`config.mk`:
```
export PLATFORM = sky130hd
export DESIGN_NAME = iiitb_4bbc_sweep_ctrl
export DESIGN_NICKNAME = d
export VERILOG_FILES = /design/src/rtl/iiitb_4bbc_sweep_ctrl.sv
export SDC_FILE = /design/constraint.sdc
export NUM_CORES = 1
export LEC_CHECK = 0
export CAP_MARGIN = 20
export CORE_ASPECT_RATIO = 1.4
export CORE_MARGIN = 10
export CORE_UTILIZATION = 50
export DETAILED_ROUTE_END_ITERATION = 8
export GPL_TIMING_DRIVEN = 0
export MAX_ROUTING_LAYER = met4
export PLACE_DENSITY = 0.74
export SYNTH_ARGS = -nofsm -noshare
export SYNTH_HDL_FRONTEND = slang
export SYNTH_SLANG_ARGS = --single-unit
```
`constraint.sdc`:
```
create_clock -name Clk -period 2.45 [get_ports Clk]
set_clock_uncertainty 0.05 [all_clocks]
set_input_delay 0.49 -clock Clk [delete_from_list [all_inputs] [get_ports Clk]]
set_output_delay 0.49 -clock Clk [all_outputs]
set_load 0.005 [all_outputs]
```
`src/rtl/iiitb_4bbc_sweep_ctrl.sv`:
```
// Up/down sweep controller: counts lo..hi..lo for a number of round trips, DWELL cycles per step.
// Optional build macro SWEEP_PAUSE_EN adds a 'pause' input that freezes an active sweep.
module iiitb_4bbc_sweep_ctrl #(
    parameter int unsigned DWELL = 1   // legal range 1..16
) (
    input  logic       Clk,
    input  logic       reset,
    input  logic       start,
    input  logic [3:0] lo_lim,
    input  logic [3:0] hi_lim,
    input  logic [3:0] passes,
    input  logic       abort,
`ifdef SWEEP_PAUSE_EN
    input  logic       pause,
`endif
    output logic [3:0] Count,
    output logic       UpOrDown,
    output logic       busy,
    output logic       done,
    output logic       err,
    output logic [3:0] pass_cnt
);

    typedef enum logic [1:0] {IDLE, UP, DOWN, DONE} state_t;

    localparam logic [3:0] STEP_AT = 4'(DWELL - 1);

    state_t     state_q, state_d;
    logic [3:0] count_q, count_d;
    logic       dir_q, dir_d;
    logic [3:0] pcnt_q, pcnt_d;
    logic [3:0] presc_q, presc_d;
    logic [3:0] lo_q, lo_d;
    logic [3:0] hi_q, hi_d;
    logic [3:0] passes_q, passes_d;
    logic       err_q, err_d;
    logic       hold;
    logic       step;
    logic [3:0] pcnt_inc;

`ifdef SWEEP_PAUSE_EN
    assign hold = pause;
`else
    assign hold = 1'b0;
`endif

    assign step     = (presc_q == STEP_AT);
    assign pcnt_inc = pcnt_q + 4'd1;

    always_ff @(posedge Clk or negedge reset) begin
        if (!reset) begin
            state_q  <= IDLE;
            count_q  <= '0;
            dir_q    <= 1'b1;
            pcnt_q   <= '0;
            presc_q  <= '0;
            lo_q     <= '0;
            hi_q     <= '0;
            passes_q <= '0;
            err_q    <= 1'b0;
        end else begin
            state_q  <= state_d;
            count_q  <= count_d;
            dir_q    <= dir_d;
            pcnt_q   <= pcnt_d;
            presc_q  <= presc_d;
            lo_q     <= lo_d;
            hi_q     <= hi_d;
            passes_q <= passes_d;
            err_q    <= err_d;
        end
    end

    always_comb begin
        state_d  = state_q;
        count_d  = count_q;
        dir_d    = dir_q;
        pcnt_d   = pcnt_q;
        presc_d  = presc_q;
        lo_d     = lo_q;
        hi_d     = hi_q;
        passes_d = passes_q;
        err_d    = 1'b0;
        unique case (state_q)
            IDLE: begin
                // abort outranks start; a rejected start only raises err
                if (start && !abort) begin
                    if (lo_lim < hi_lim) begin
                        lo_d     = lo_lim;
                        hi_d     = hi_lim;
                        passes_d = (passes == 4'd0) ? 4'd1 : passes;
                        count_d  = lo_lim;
                        pcnt_d   = '0;
                        presc_d  = '0;
                        dir_d    = 1'b1;
                        state_d  = UP;
                    end else begin
                        err_d = 1'b1;
                    end
                end
            end
            UP, DOWN: begin
                if (abort) begin
                    state_d = IDLE;
                end else if (!hold) begin
                    if (!step) begin
                        presc_d = presc_q + 4'd1;
                    end else begin
                        presc_d = '0;
                        if (state_q == UP) begin
                            if (count_q < hi_q) begin
                                count_d = count_q + 4'd1;
                            end else begin
                                count_d = hi_q - 4'd1;
                                dir_d   = 1'b0;
                                state_d = DOWN;
                            end
                        end else if (count_q > lo_q) begin
                            count_d = count_q - 4'd1;
                        end else begin
                            // reaching lo closes a round trip; Count stays at lo on the final one
                            pcnt_d = pcnt_inc;
                            if (pcnt_inc == passes_q) begin
                                state_d = DONE;
                            end else begin
                                count_d = lo_q + 4'd1;
                                dir_d   = 1'b1;
                                state_d = UP;
                            end
                        end
                    end
                end
            end
            DONE: begin
                state_d = IDLE;
            end
            default: begin
                state_d = IDLE;
            end
        endcase
    end

    assign Count    = count_q;
    assign UpOrDown = dir_q;
    assign busy     = (state_q == UP) || (state_q == DOWN);
    assign done     = (state_q == DONE);
    assign err      = err_q;
    assign pass_cnt = pcnt_q;

endmodule

```
## After elaboration in Yosys (flattened, before gate mapping)

Cells that the tools add are included.

- Output and inout bits: 12
- Input bits: 16
- Flip-flop bits (word level): 28
- Word-level logic and storage cells: 90

- Add/sub/neg operators: 6
- $lt $le $gt $ge: 3
- Equal/unequal tests: 17
- Mux-type cells: 41
- Reduce and logical (&&, ||, !) cells: 14

Operators with widths:

| operator | number |
|---|---|
| 2-to-1 mux 4 bit | 17 |
| case mux 4 bit (2 select lines) | 3 |
| adder 4 x 1 -> 4 bit, second input constant | 4 |
| 2-to-1 mux 2 bit | 8 |
| != test 2 bit, second input constant | 6 |
| != test 3 bit, second input constant | 4 |
| != test 4 bit, second input constant | 3 |
| 2-to-1 mux 1 bit | 11 |
| zero test 4 bit | 2 |
| < comparator 4 bit | 2 |
| AND reduction 8 bit | 1 |
| subtractor 4 x 1 -> 4 bit, second input constant | 2 |
| AND reduction 7 bit | 1 |
| case mux 2 bit (3 select lines) | 1 |
| AND reduction 6 bit | 1 |
| AND reduction 5 bit | 1 |
| == test 2 bit, second input constant | 2 |
| == test 4 bit | 1 |
| > comparator 4 bit | 1 |
| AND reduction 4 bit | 1 |
| AND reduction 3 bit | 1 |
| == test 2 x 1 -> 1 bit, second input constant | 1 |
| zero test 2 bit | 1 |
| case mux 1 bit (2 select lines) | 1 |
| other kinds (5) | 5 |

## Depth between registers and ports, before layout

Gate-level depths: netlist (run 1).

- Word-level depth: 8
- Depth in mapped cells: 9

## Worst setup path after synthesis (run 1)

OpenSTA, ideal clock, no wires.

- Path kind: input-to-reg
- Start point: input port hi_lim[3]
- End point: register count_q[0], in the netlist Count[0]
- Setup slack: -0.066 ns
- Setup time: 0.123 ns
- Arrival time: 2.343 ns
- Data required time: 2.277 ns
- Cell stages on the path: 8
- Cells stage by stage: inv_1 ha_1 or4b_1 o21ai_0 or2_4 o311ai_4 o32a_1 o221a_1

- Cells in the longest elaborated chain, start to end: 3

RTL lines:

| element | line | RTL |
|---|---|---|
| from (decl) | 10 | `input logic [3:0] hi_lim,` |
| < comparator 4 bit | 88 | `if (lo_lim < hi_lim) begin` |
| != test 2 bit (no source line) | - |  |
| AND reduction 6 bit (no source line) | - |  |
| to (signal assigned) | 63 | `count_q <= count_d;` |
| to (decl) | 29 | `logic [3:0] count_q, count_d;` |

Every way passes these cells.
A chain may end at the register's enable or synchronous reset.

## Worst setup path in the final report (run 1)

- Start point: register state_q[0]
- End point: register pcnt_q[2], in the netlist pass_cnt[2]

- Cells in the longest elaborated chain, start to end: 4
- Elaborated cells between the ends (all ways): 13
- Those cells by class: eq/ne (8); mux (1); reduce/logical (4)

RTL lines:

| element | line | RTL |
|---|---|---|
| from (decl) | 28 | `state_t state_q, state_d;` |
| from (signal assigned) | 62 | `state_q <= state_d;` |
| == test 2 x 1 -> 1 bit / == test 2 bit (equally long branches) | 84, 110 |  |
| OR reduction 2 bit | 84 | `unique case (state_q)` |
| != test 2 bit (no source line) / nonzero test 2 bit (equally long branches) | - |  |
| AND reduction 7 bit (no source line) | - |  |
| to (signal assigned) | 65 | `pcnt_q <= pcnt_d;` |
| to (decl) | 31 | `logic [3:0] pcnt_q, pcnt_d;` |

Parallel ways exist; a longest one is shown, timed or not.

==> results of run 1 <==
==> registers in the layout, indices dropped and copies added, names as in the netlist <==
| signal | cells |
|---|---|
| lo_q | 4 |
| err | 1 |
| pass_cnt | 4 |
| Count | 4 |
| presc_q | 4 |
| hi_q | 4 |
| UpOrDown | 1 |
| passes_q | 4 |
| state_q | 2 |
==> placed cells by master, fill, tap and decap left out, drive strengths merged, types with 2 or more instances in the layout <==
cell / Yosys / final
clkdlybuf4s50: 0 / 21
mux2: 6 / 6
dlygate4sd2: 0 / 3
o31ai: 3 / 3
mux2i: 8 / 8
nand4: 2 / 2
o221ai: 2 / 2
o22ai: 2 / 2
nor3: 7 / 7
ha: 21 / 21
clkbuf: 2 / 7
a21oi: 4 / 4
nand2: 23 / 23
a211oi: 2 / 2
xnor2: 10 / 10
o21ai: 16 / 16
nand3: 10 / 10
dfrtp: 27 / 27
a21o: 3 / 3
a2111oi: 2 / 2
nor2: 12 / 12
buf: 3 / 21
or4b: 2 / 2
inv: 23 / 23
xor2: 4 / 4
a22oi: 2 / 2
o21a: 2 / 2
a22o: 2 / 2
nor2b: 2 / 2
==> per-stage QoR <==
stage	worst slack [ns]	hold slack [ns]	util	setup TNS, ns
final	-0.0548	0.434	0.695	-0.122
after global routing	-0.114	0.471	0.695	-0.552
after CTS	-0.0135	0.438	0.661	-0.0135
after detailed placement	-0.682	0.413	0.613	-10.52
after global placement	-0.678	0.413	0.606	-10.83
after floorplan	0.00481	0.144	-	0
==> worst max-delay path by stage <==
stage,start,endpoint,slack (ns),depth (start not counted)
after detailed placement,hi_lim[3],Count[0],-0.68,9
after CTS,state_q[0],Count[0],-0.01,7
after global routing,state_q[0],Count[0],-0.11,7
after floorplan,hi_lim[3],Count[0],0.005,8
final,state_q[0],pass_cnt[2],-0.05,8
after global placement,hi_lim[3],Count[0],-0.68,9
==> routing by layer <==
metal / vias to the layer above / wire length (um) / track usage
met5: - / 0 / -
met4: 0 / 108 / 0.0459
met3: 13 / 205 / 0.0216
met2: 60 / 2960 / 0.278
met1: 926 / 2280 / 0.173
li1: 886 / - / -
==> critical path: stages, from the launching register on <==
cell and delay (ns):
dfrtp_1 0.45, ha_4 0.20, or4b_4 0.49, a311oi_4 0.29, or2_4 0.19, buf_6 0.11
nand3_4 0.09, or4_1 0.49, nand3_1 0.08
==> final cells by class <==
type / count / area share
Clock inverter: 1 / 0.0109
Timing Repair Buffer: 45 / 0.152
Inverter: 23 / 0.0314
Clock buffer: 3 / 0.0150
Multi-Input combinational cell: 164 / 0.502
Buffer: 5 / 0.0128
Sequential cell: 28 / 0.256
Tap cell: 43 / 0.0196
==> timing repair <==
item	CTS	global route
setup buffers	10	7
resized for setup	18	23
pin swaps	5	11
setup endpoints to repair	24	22
==> power groups by stage <==
stage	sequential [uW]	clock, uW	combinational [uW]
after floorplan	854	0	1700
after global placement	902	0	2250
after detailed placement	905	0	2300
after CTS	903	374	2530
after global routing	942	386	3010
final	915	370	2770
==> kinds of logic after synthesis <==
kind of cell    count (synthesis)
compound gates                 52
xor+xnor                       14
fa+ha+maj                      21
buf+inv                        28
flops                          28
mux                            14
simple gates                   63
==> flow_summary_export.csv, run 1 <==
group,metric,value,unit
run_status,status,"complete, but fails checks",
run_status,violations,"setup timing",
synth,synth_top_family_by_area,"compound AO/OA/AOI/OAI gates",
cells_and_area,syn_to_final_growth,32.9,%
floorplanning,die_w,74.3,um
synth,synthArstFlopShare,1.00,
floorplanning,die_area,7140,um^2
synth,synth_mux_area_frac,0.0715,
power,power_density,1480,nW/um^2
synth,synth_nets,257,
timing,setup_violations,3,
cells_and_area,multiInputGateArea,1380,um^2
timing,period_needed,2.50,ns
synth,synth_edf_count,0,
clock_network,tritoncts,"built",
route,wl_per_cell,17.8,um
cells_and_area,register_area,703,um^2
synth,synth_cells,220,
setup_path,worst-r2r-cell-count,8,
placement,io_buffers,27,
synth,yosysWarnings,0,
clock_network,insertion_delay,0.28,ns
synth,synth_fa_ha_area_frac,0.127,
power,ir_drop,0.915,mV
synth,yosysMostFrequentCell,"dfrtp_1",
timing,fmax,0.399,GHz
cells_and_area,nets,307,
synth,synth_cell_type_count,50,
min_path,min_path_cells,2,
min_path,hold_class,"reg -> reg",
setup_path,cp-end-kind,"register",
grt,grt_pass1_vias,1896,
timing,tightestPinTransition,0.655,ns
synth,synth_compound_area_frac,0.197,
cells_and_area,final_layout_size_suffix_gt1_frac,0.230,
cells_and_area,final_cells,312,
setup_path,rr_endpoint,"pass_cnt[2]",
synth,ys_seq_area_frac,0.340,
route,drt-initial-drc-count,110,
power,switching_power,1780,uW
timing,finalCritPeriodShare,1.02,
power,power_frac_seq,0.226,
cells_and_area,fill_cells,313,
setup_path,crit_arrival,2.68,ns
cells_and_area,final_area,2750,um^2
clock_network,cts_sinks,28,
timing,hold_viol,0,
timing,worst_slack,-0.0548,ns
power,power_frac_comb,0.683,
timing,relSlewSlack,0.562,
floorplanning,io_pins,28,
timing,rsz0062_at_grt,"yes",
min_path,min_to,"UpOrDown",
route,antenna_left,0,
setup_path,worstSetupStartpointType,"register",
placement,placed_cells,291,
synth,synth.cell_area,2070,um^2
run,max-cap-violations,0,
min_path,min_from,"UpOrDown",
clock_network,cts_buffers,3,
route,drc,0,
setup_path,r2r_start,"state_q[0]",
synth,synth_area_leader_cell,"dfrtp_1",
synth,synth.area.top_cells,"dfrtp_1 33%, ha_1 13%, xnor2_1 4.2%",
power,swShare,0.440,
setup_path,crit_type,"reg -> reg",
power,clock_power_share,0.091,
setup_path,path_max_fanout,5,
clock_network,cts-root-buf,"clkbuf_8",
power,finalPower,4060,uW
grt,grtUsageTotal,0.155,
synth,ys_seq_elements,28,
power,leakage,0.00123,uW
clock_network,holdBufCountCts,0,
grt,grt_max_degree,19,
setup_path,ff2ff_setup_slack,-0.05,ns
power,intPower,2270,uW
floorplanning,initial_utilization,0.523,
route,avgViaCountPerCell,6.04,
synth,synth_xor_area_frac,0.0594,
clock_network,htree_levels,1,
route,vias,1885,
timing,slew_violations,0,
placement,hpwl,3850,um
synth,ys.flop_type,"dfrtp_1",
floorplanning,rows,27,
synth,syn_area_per_cell,9.39,um^2
route,totalWireLength,5560,um
clock_network,clkTransAtPathRegs,0.10,ns
clock_network,clockBufferDepth,2,
grt,grt_pass1_wl,8780,um
synth,synth_simple_gate_area_frac,0.150,
placement,gp_congestion,0.833,
synth,netlist_top_cells_count,"27 x dfrtp_1, 23 x inv_1, 22 x nand2_1, 21 x ha_1, 16 x o21ai_0",
placement,place_area,2420,um^2
synth,yosys.area.top_type_share,0.327,
setup_path,crit_required,2.62,ns
floorplanning,core_area,3950,um^2
grt,antenna_found_initial,0,
floorplanning,die_h,96.1,um
cells_and_area,antenna_cells,0,
route,drt-pass1-iter-count,4,
grt,overflow,0,
No activity file was read; power rests on OpenSTA's default activity.
==> run 2: changes to the inputs <==
--- a/config.mk
+++ b/config.mk
@@ -13,6 +13,8 @@
 export GPL_TIMING_DRIVEN = 0
 export MAX_ROUTING_LAYER = met4
 export PLACE_DENSITY = 0.74
+export REMOVE_ABC_BUFFERS = 1
+export SKIP_LAST_GASP = 1
 export SYNTH_ARGS = -nofsm -noshare
 export SYNTH_HDL_FRONTEND = slang
 export SYNTH_SLANG_ARGS = --single-unit
==> run 2 against run 1 <==
Net effect: the flow now finishes without violations; die area unchanged; largest power group unchanged; combinational power down 7%; clock power down 20%; hold slack worse by 0.012 ns; global-route usage down 0.63 points; largest cell class unchanged; wire length down 7.8%; total power down 7.0%; via count down 6.9%; register-to-register slack better by 0.09 ns; final cell count down 4.2%; highest routed layer unchanged; sequential share of layout area up 1.2 points.
==> flow_summary_export.csv, run 2 (synthesis gave the netlist of run 1 again) <==
group,metric,value,unit
placement,hpwl,3790,um
route,vias,1755,
cells_and_area,final_cell_mix,"27 x dfrtp_1, 22 x nand2_1, 21 x inv_1",
floorplanning,rows,27,
setup_path,path_depth,7,
cells_and_area,layout_commonest_cell,"dfrtp_1",
grt,antenna_found_initial,0,
power,ir_drop,0.839,mV
route,drt-pass1-iter-count,4,
min_path,min_to,"UpOrDown",
grt,overflow,0,
timing,fmax,0.415,GHz
timing,final.setup.tns,0,ns
placement,gp_congestion,0.892,
setup_path,path_cells,"ha_2 > or4b_4 > a311oi_2 > or2_4 > o311ai_4 > o32a_1 > o221a_1",
cells_and_area,post-route-util,0.662,
clock_network,insertion_delay,0.28,ns
setup_path,worst-r2r-cell-count,7,
run,max-cap-violations,0,
route,antenna_left,0,
floorplanning,die_h,96.1,um
route,wl_per_cell,17.1,um
setup_path,cp-end-kind,"register",
clock_network,holdBufCountCts,0,
timing,rsz0062_at_grt,"yes",
clock_network,clkTransAtPathRegs,0.10,ns
cells_and_area,final_layout_size_suffix_gt1_frac,0.184,
timing,tightestPinTransition,0.742,ns
power,leakage,0.00119,uW
cells_and_area,antenna_cells,0,
timing,hold_viol,0,
setup_path,critical-path-slowest-cell,"or4b_4",
floorplanning,core_area,3950,um^2
setup_path,ff2ff_setup_slack,0.04,ns
grt,grt_pass1_wl,8300,um
placement,place_ws,-0.728,ns
setup_path,path_max_fanout,4,
cells_and_area,syn_to_final_growth,26.7,%
clock_network,htree_levels,1,
min_path,min_path_cells,2,
setup_path,crit_arrival,2.54,ns
route,avgViaCountPerCell,5.87,
setup_path,crit_type,"reg -> reg",
timing,slew_violations,0,
timing,period_needed,2.41,ns
setup_path,cp_num_buf_inv,0,
placement,io_buffers,27,
timing,relSlewSlack,0.504,
power,power_density,1440,nW/um^2
grt,grt_max_degree,19,
grt,grt_pass1_vias,1812,
timing,finalCritPeriodShare,0.984,
setup_path,slowest_delay,0.52,ns
setup_path,rr_endpoint,"Count[0]",
floorplanning,die_area,7140,um^2
clock_network,cts_sinks,28,
setup_path,cp_top_family,"compound AO/OA/AOI/OAI gates",
min_path,min_from,"UpOrDown",
cells_and_area,nets,294,
route,drt-initial-drc-count,83,
route,totalWireLength,5120,um
clock_network,clockBufferDepth,2,
floorplanning,die_w,74.3,um
setup_path,worstSetupStartpointType,"register",
min_path,hold_class,"reg -> reg",
clock_network,cts-root-buf,"clkbuf_8",
timing,setup_violations,0,
run_status,status,"complete, no violations",
cells_and_area,fill_cells,316,
grt,grtUsageTotal,0.149,
route,drc,0,
setup_path,r2r_start,"state_q[0]",
clock_network,tritoncts,"built",
clock_network,cts_buffers,3,
timing,worst_slack,0.0395,ns
floorplanning,initial_utilization,0.523,
setup_path,crit_required,2.58,ns
floorplanning,io_pins,28,
run 2: cell types whose count changed in the layout (fill, tap and decap cells not counted), moves of 2 or more:
cell,delta
buf_4,-10
clkbuf_2,-3
clkdlybuf4s50_1,-2
dlymetal6s2s_1,+2
ha_4,-2
o21ai_2,-2
run 2: power by group:
part	leakage, uW	internal, uW	switching, uW
sequential	0.000342	664	230
clock	0.0000288	144	151
combinational	0.000817	1270	1310
total	0.00119	2080	1690
run 2: layout make-up:
type / count / area, um^2 / share of cell area
Inverter: 23 / 86.3 / 0.0330
Timing Repair Buffer: 37 / 369 / 0.141
Sequential cell: 28 / 702 / 0.268
Tap cell: 43 / 53.8 / 0.0206
Clock buffer: 4 / 55.1 / 0.0210
Multi-Input combinational cell: 164 / 1350 / 0.516
run 2: worst max-delay path by stage:
stage,from,to,slack [ns]
2_1_floorplan,Count[1],UpOrDown,-0.44
3_3_place_gp,lo_lim[2],passes_q[1],-1.14
3_5_place_dp,lo_lim[2],passes_q[1],-0.73
4_1_cts,hi_lim[3],Count[0],0.0006
5_1_grt,state_q[0],Count[0],-0.03
6_report,state_q[0],Count[0],0.04
run 2: timing repair:
item | 4_1_cts | 5_1_grt
resized for setup | 27 | 8
endpoints found under the setup margin | 25 | 9
setup buffers | 8 | 0
pin swaps | 6 | 6
run 2: layer usage:
metal  routed length (um)  track usage  up-vias
met3                  117       0.0196        8
met1                 2130        0.165      848
met5                    0            -        -
met2                 2810        0.267       41
li1                     -            -      858
met4                   68       0.0474        0
run 2: per-stage QoR:
| step | instance area (um^2) | hold slack (ns) | power, uW | std cells |
|---|---|---|---|---|
| 5_1_grt | 2620 | 0.441 | 4070 | 299 |
| 3_5_place_dp | 2400 | 0.405 | 3160 | 287 |
| 3_3_place_gp | 2360 | 0.410 | 3090 | 285 |
| 2_1_floorplan | 2040 | 0.144 | 2510 | 215 |
| 4_1_cts | 2590 | 0.425 | 3710 | 299 |
| 6_report | 2620 | 0.422 | 3770 | 299 |
run 2: worst min-delay path, cell delays in order, from the launching register on:
cell and delay [ns]:
dfstp_2 0.38, inv_1 0.04, mux2i_1 0.06
==> run 3: changes to the inputs <==
--- a/config.mk
+++ b/config.mk
@@ -12,7 +12,7 @@
 export DETAILED_ROUTE_END_ITERATION = 8
 export GPL_TIMING_DRIVEN = 0
 export MAX_ROUTING_LAYER = met4
-export PLACE_DENSITY = 0.74
+export PLACE_DENSITY_LB_ADDON = 0.2
 export REMOVE_ABC_BUFFERS = 1
 export SKIP_LAST_GASP = 1
 export SYNTH_ARGS = -nofsm -noshare
==> run 3 against run 2 <==
Net effect: the flow now finishes with violations (setup timing); critical path type unchanged; highest routed layer unchanged; wire length increased by 3.5%; clock power increased by 27%; total power increased by 5.0%.
==> flow_summary_export.csv, run 3 (synthesis gave the netlist of run 1 again) <==
group,metric,value,unit
run,max-cap-violations,0,
route,vias,1796,
power,clock_power_share,0.095,
floorplanning,io_pins,28,
clock_network,tritoncts,"built",
grt,grt_pass1_wl,8840,um
timing,period_needed,2.46,ns
timing,setup_violations,1,
setup_path,worstSetupStartpointType,"register",
route,drt-initial-drc-count,107,
timing,finalCritPeriodShare,1.01,
clock_network,cts_buffers,3,
cells_and_area,final_area,2690,um^2
placement,gp_congestion,0.863,
floorplanning,rows,27,
run_status,violations,"setup timing",
cells_and_area,layout_commonest_cell,"dfrtp_1",
min_path,hold_class,"in -> reg",
power,leakage,0.00122,uW
power,power_frac_comb,0.679,
floorplanning,die_w,74.3,um
setup_path,r2r_start,"state_q[1]",
power,intPower,2220,uW
grt,grt_max_degree,19,
timing,holdWs,0.413,ns
placement,io_buffers,27,
placement,hpwl,3800,um
clock_network,clockBufferDepth,2,
power,switching_power,1740,uW
run_status,status,"complete, but fails checks",
setup_path,cp-endpoint,"Count[0]",
floorplanning,core_area,3950,um^2
clock_network,insertion_delay,0.28,ns
setup_path,crit_type,"reg -> reg",
route,wl_per_cell,17.4,um
route,drt-pass1-iter-count,4,
grt,overflow,0,
cells_and_area,antenna_cells,0,
cells_and_area,post-route-util,0.680,
setup_path,slowest_delay,0.51,ns
setup_path,crit_arrival,2.59,ns
setup_path,crit_required,2.57,ns
timing,fmax,0.406,GHz
clock_network,cts-root-buf,"clkbuf_8",
clock_network,htree_levels,1,
timing,rsz0062_at_grt,"yes",
clock_network,holdBufCountCts,0,
timing,slew_violations,0,
power,power_frac_seq,0.226,
grt,grt_pass1_vias,1884,
setup_path,cp_top_family,"compound AO/OA/AOI/OAI gates",
timing,tightestPinTransition,0.807,ns
placement,place_area,2380,um^2
setup_path,path_cells,"ha_4 > buf_4 > or4b_4 > o21ai_2 > or2_4 > o311ai_4 > o32a_1 > o221a_1",
setup_path,path_max_fanout,3,
setup_path,worst-r2r-cell-count,8,
route,totalWireLength,5300,um
setup_path,cp-end-kind,"register",
floorplanning,initial_utilization,0.523,
floorplanning,die_h,96.1,um
power,ir_drop,0.912,mV
setup_path,path_depth,8,
floorplanning,die_area,7140,um^2
clock_network,clkTransAtPathRegs,0.10,ns
timing,worst_slack,-0.0124,ns
route,antenna_left,0,
power,swShare,0.438,
cells_and_area,final_layout_size_suffix_gt1_frac,0.218,
setup_path,crit_path_start,"state_q[1]",
grt,antenna_found_initial,0,
cells_and_area,nets,300,
setup_path,ff2ff_setup_slack,-0.01,ns
placement,place_ws,-0.791,ns
cells_and_area,syn_to_final_growth,30.2,%
route,drc,0,
route,avgViaCountPerCell,5.89,
clock_network,cts_sinks,28,
setup_path,rr_endpoint,"Count[0]",
grt,grtUsageTotal,0.159,
power,power_density,1470,nW/um^2
setup_path,critical-path-slowest-cell,"or4b_4",
cells_and_area,final_cell_mix,"26 x dfrtp_1, 21 x inv_1, 21 x nand2_1",
setup_path,cp_num_buf_inv,1,
timing,hold_viol,0,
timing,relSlewSlack,0.460,
## run 3: cell types whose count changed in the layout (fill, tap and decap cells not counted), sizes merged
cell,previous run,this run
buf,11,17
bufinv,0,1
clkbuf,4,3
## run 3: metal layers
layer  routed length [um]  GRT usage
met1                 2260      0.178
met2                 2790      0.281
met3                  156     0.0196
met4                   96     0.0581
met5                    0          -
## run 3: power groups by stage
stage	Clock [uW]	Combinational [uW]	Sequential, uW
after floorplan	0	1660	853
after global placement	0	2200	896
after detailed placement	0	2250	901
after CTS	377	2530	891
after global routing	397	2940	935
final	376	2690	896
## run 3: repair_timing
item                                    4_1_cts  5_1_grt
buffers inserted                              9        5
pin swaps                                     7       10
gates resized for setup                      28       13
gates cloned                                  0        0
endpoints found under the setup margin       25       11
hold endpoints to repair                      0        0
## run 3: through the flow
stage,TNS [ns],total power [uW],cells
after floorplan,-2.61,2510,215
after global placement,-19.78,3100,285
after detailed placement,-11.23,3150,287
after CTS,-0.00493,3800,300
after global routing,-0.183,4270,305
final,-0.0124,3960,305
## run 3: area by class of cell
| cell class | count | area, um^2 |
|---|---|---|
| well taps | 43 | 53.8 |
| fillers | 309 | 1260 |
| multi-input cells | 164 | 1380 |
| clock buffers | 3 | 41.3 |
| repair buffers | 43 | 398 |
| inverters | 23 | 86.3 |
| clock inverters | 1 | 30.0 |
| flip-flops and latches | 28 | 703 |
## run 3: worst min-delay path by stage
stage	start	cells after the start	slack, ns	end
4_1_cts	UpOrDown	2	0.43	UpOrDown
5_1_grt	UpOrDown	2	0.43	UpOrDown
3_3_place_gp	UpOrDown	2	0.41	UpOrDown
2_1_floorplan	reset	0	0.14	Count[0]
3_5_place_dp	UpOrDown	2	0.41	UpOrDown
6_report	hi_lim[1]	3	0.41	hi_q[1]
## run 3: tightest hold or removal path, stage by stage
cell and delay [ns]:
dlymetal6s2s_1 0.11, nand2_1 0.05, o21ai_0 0.06
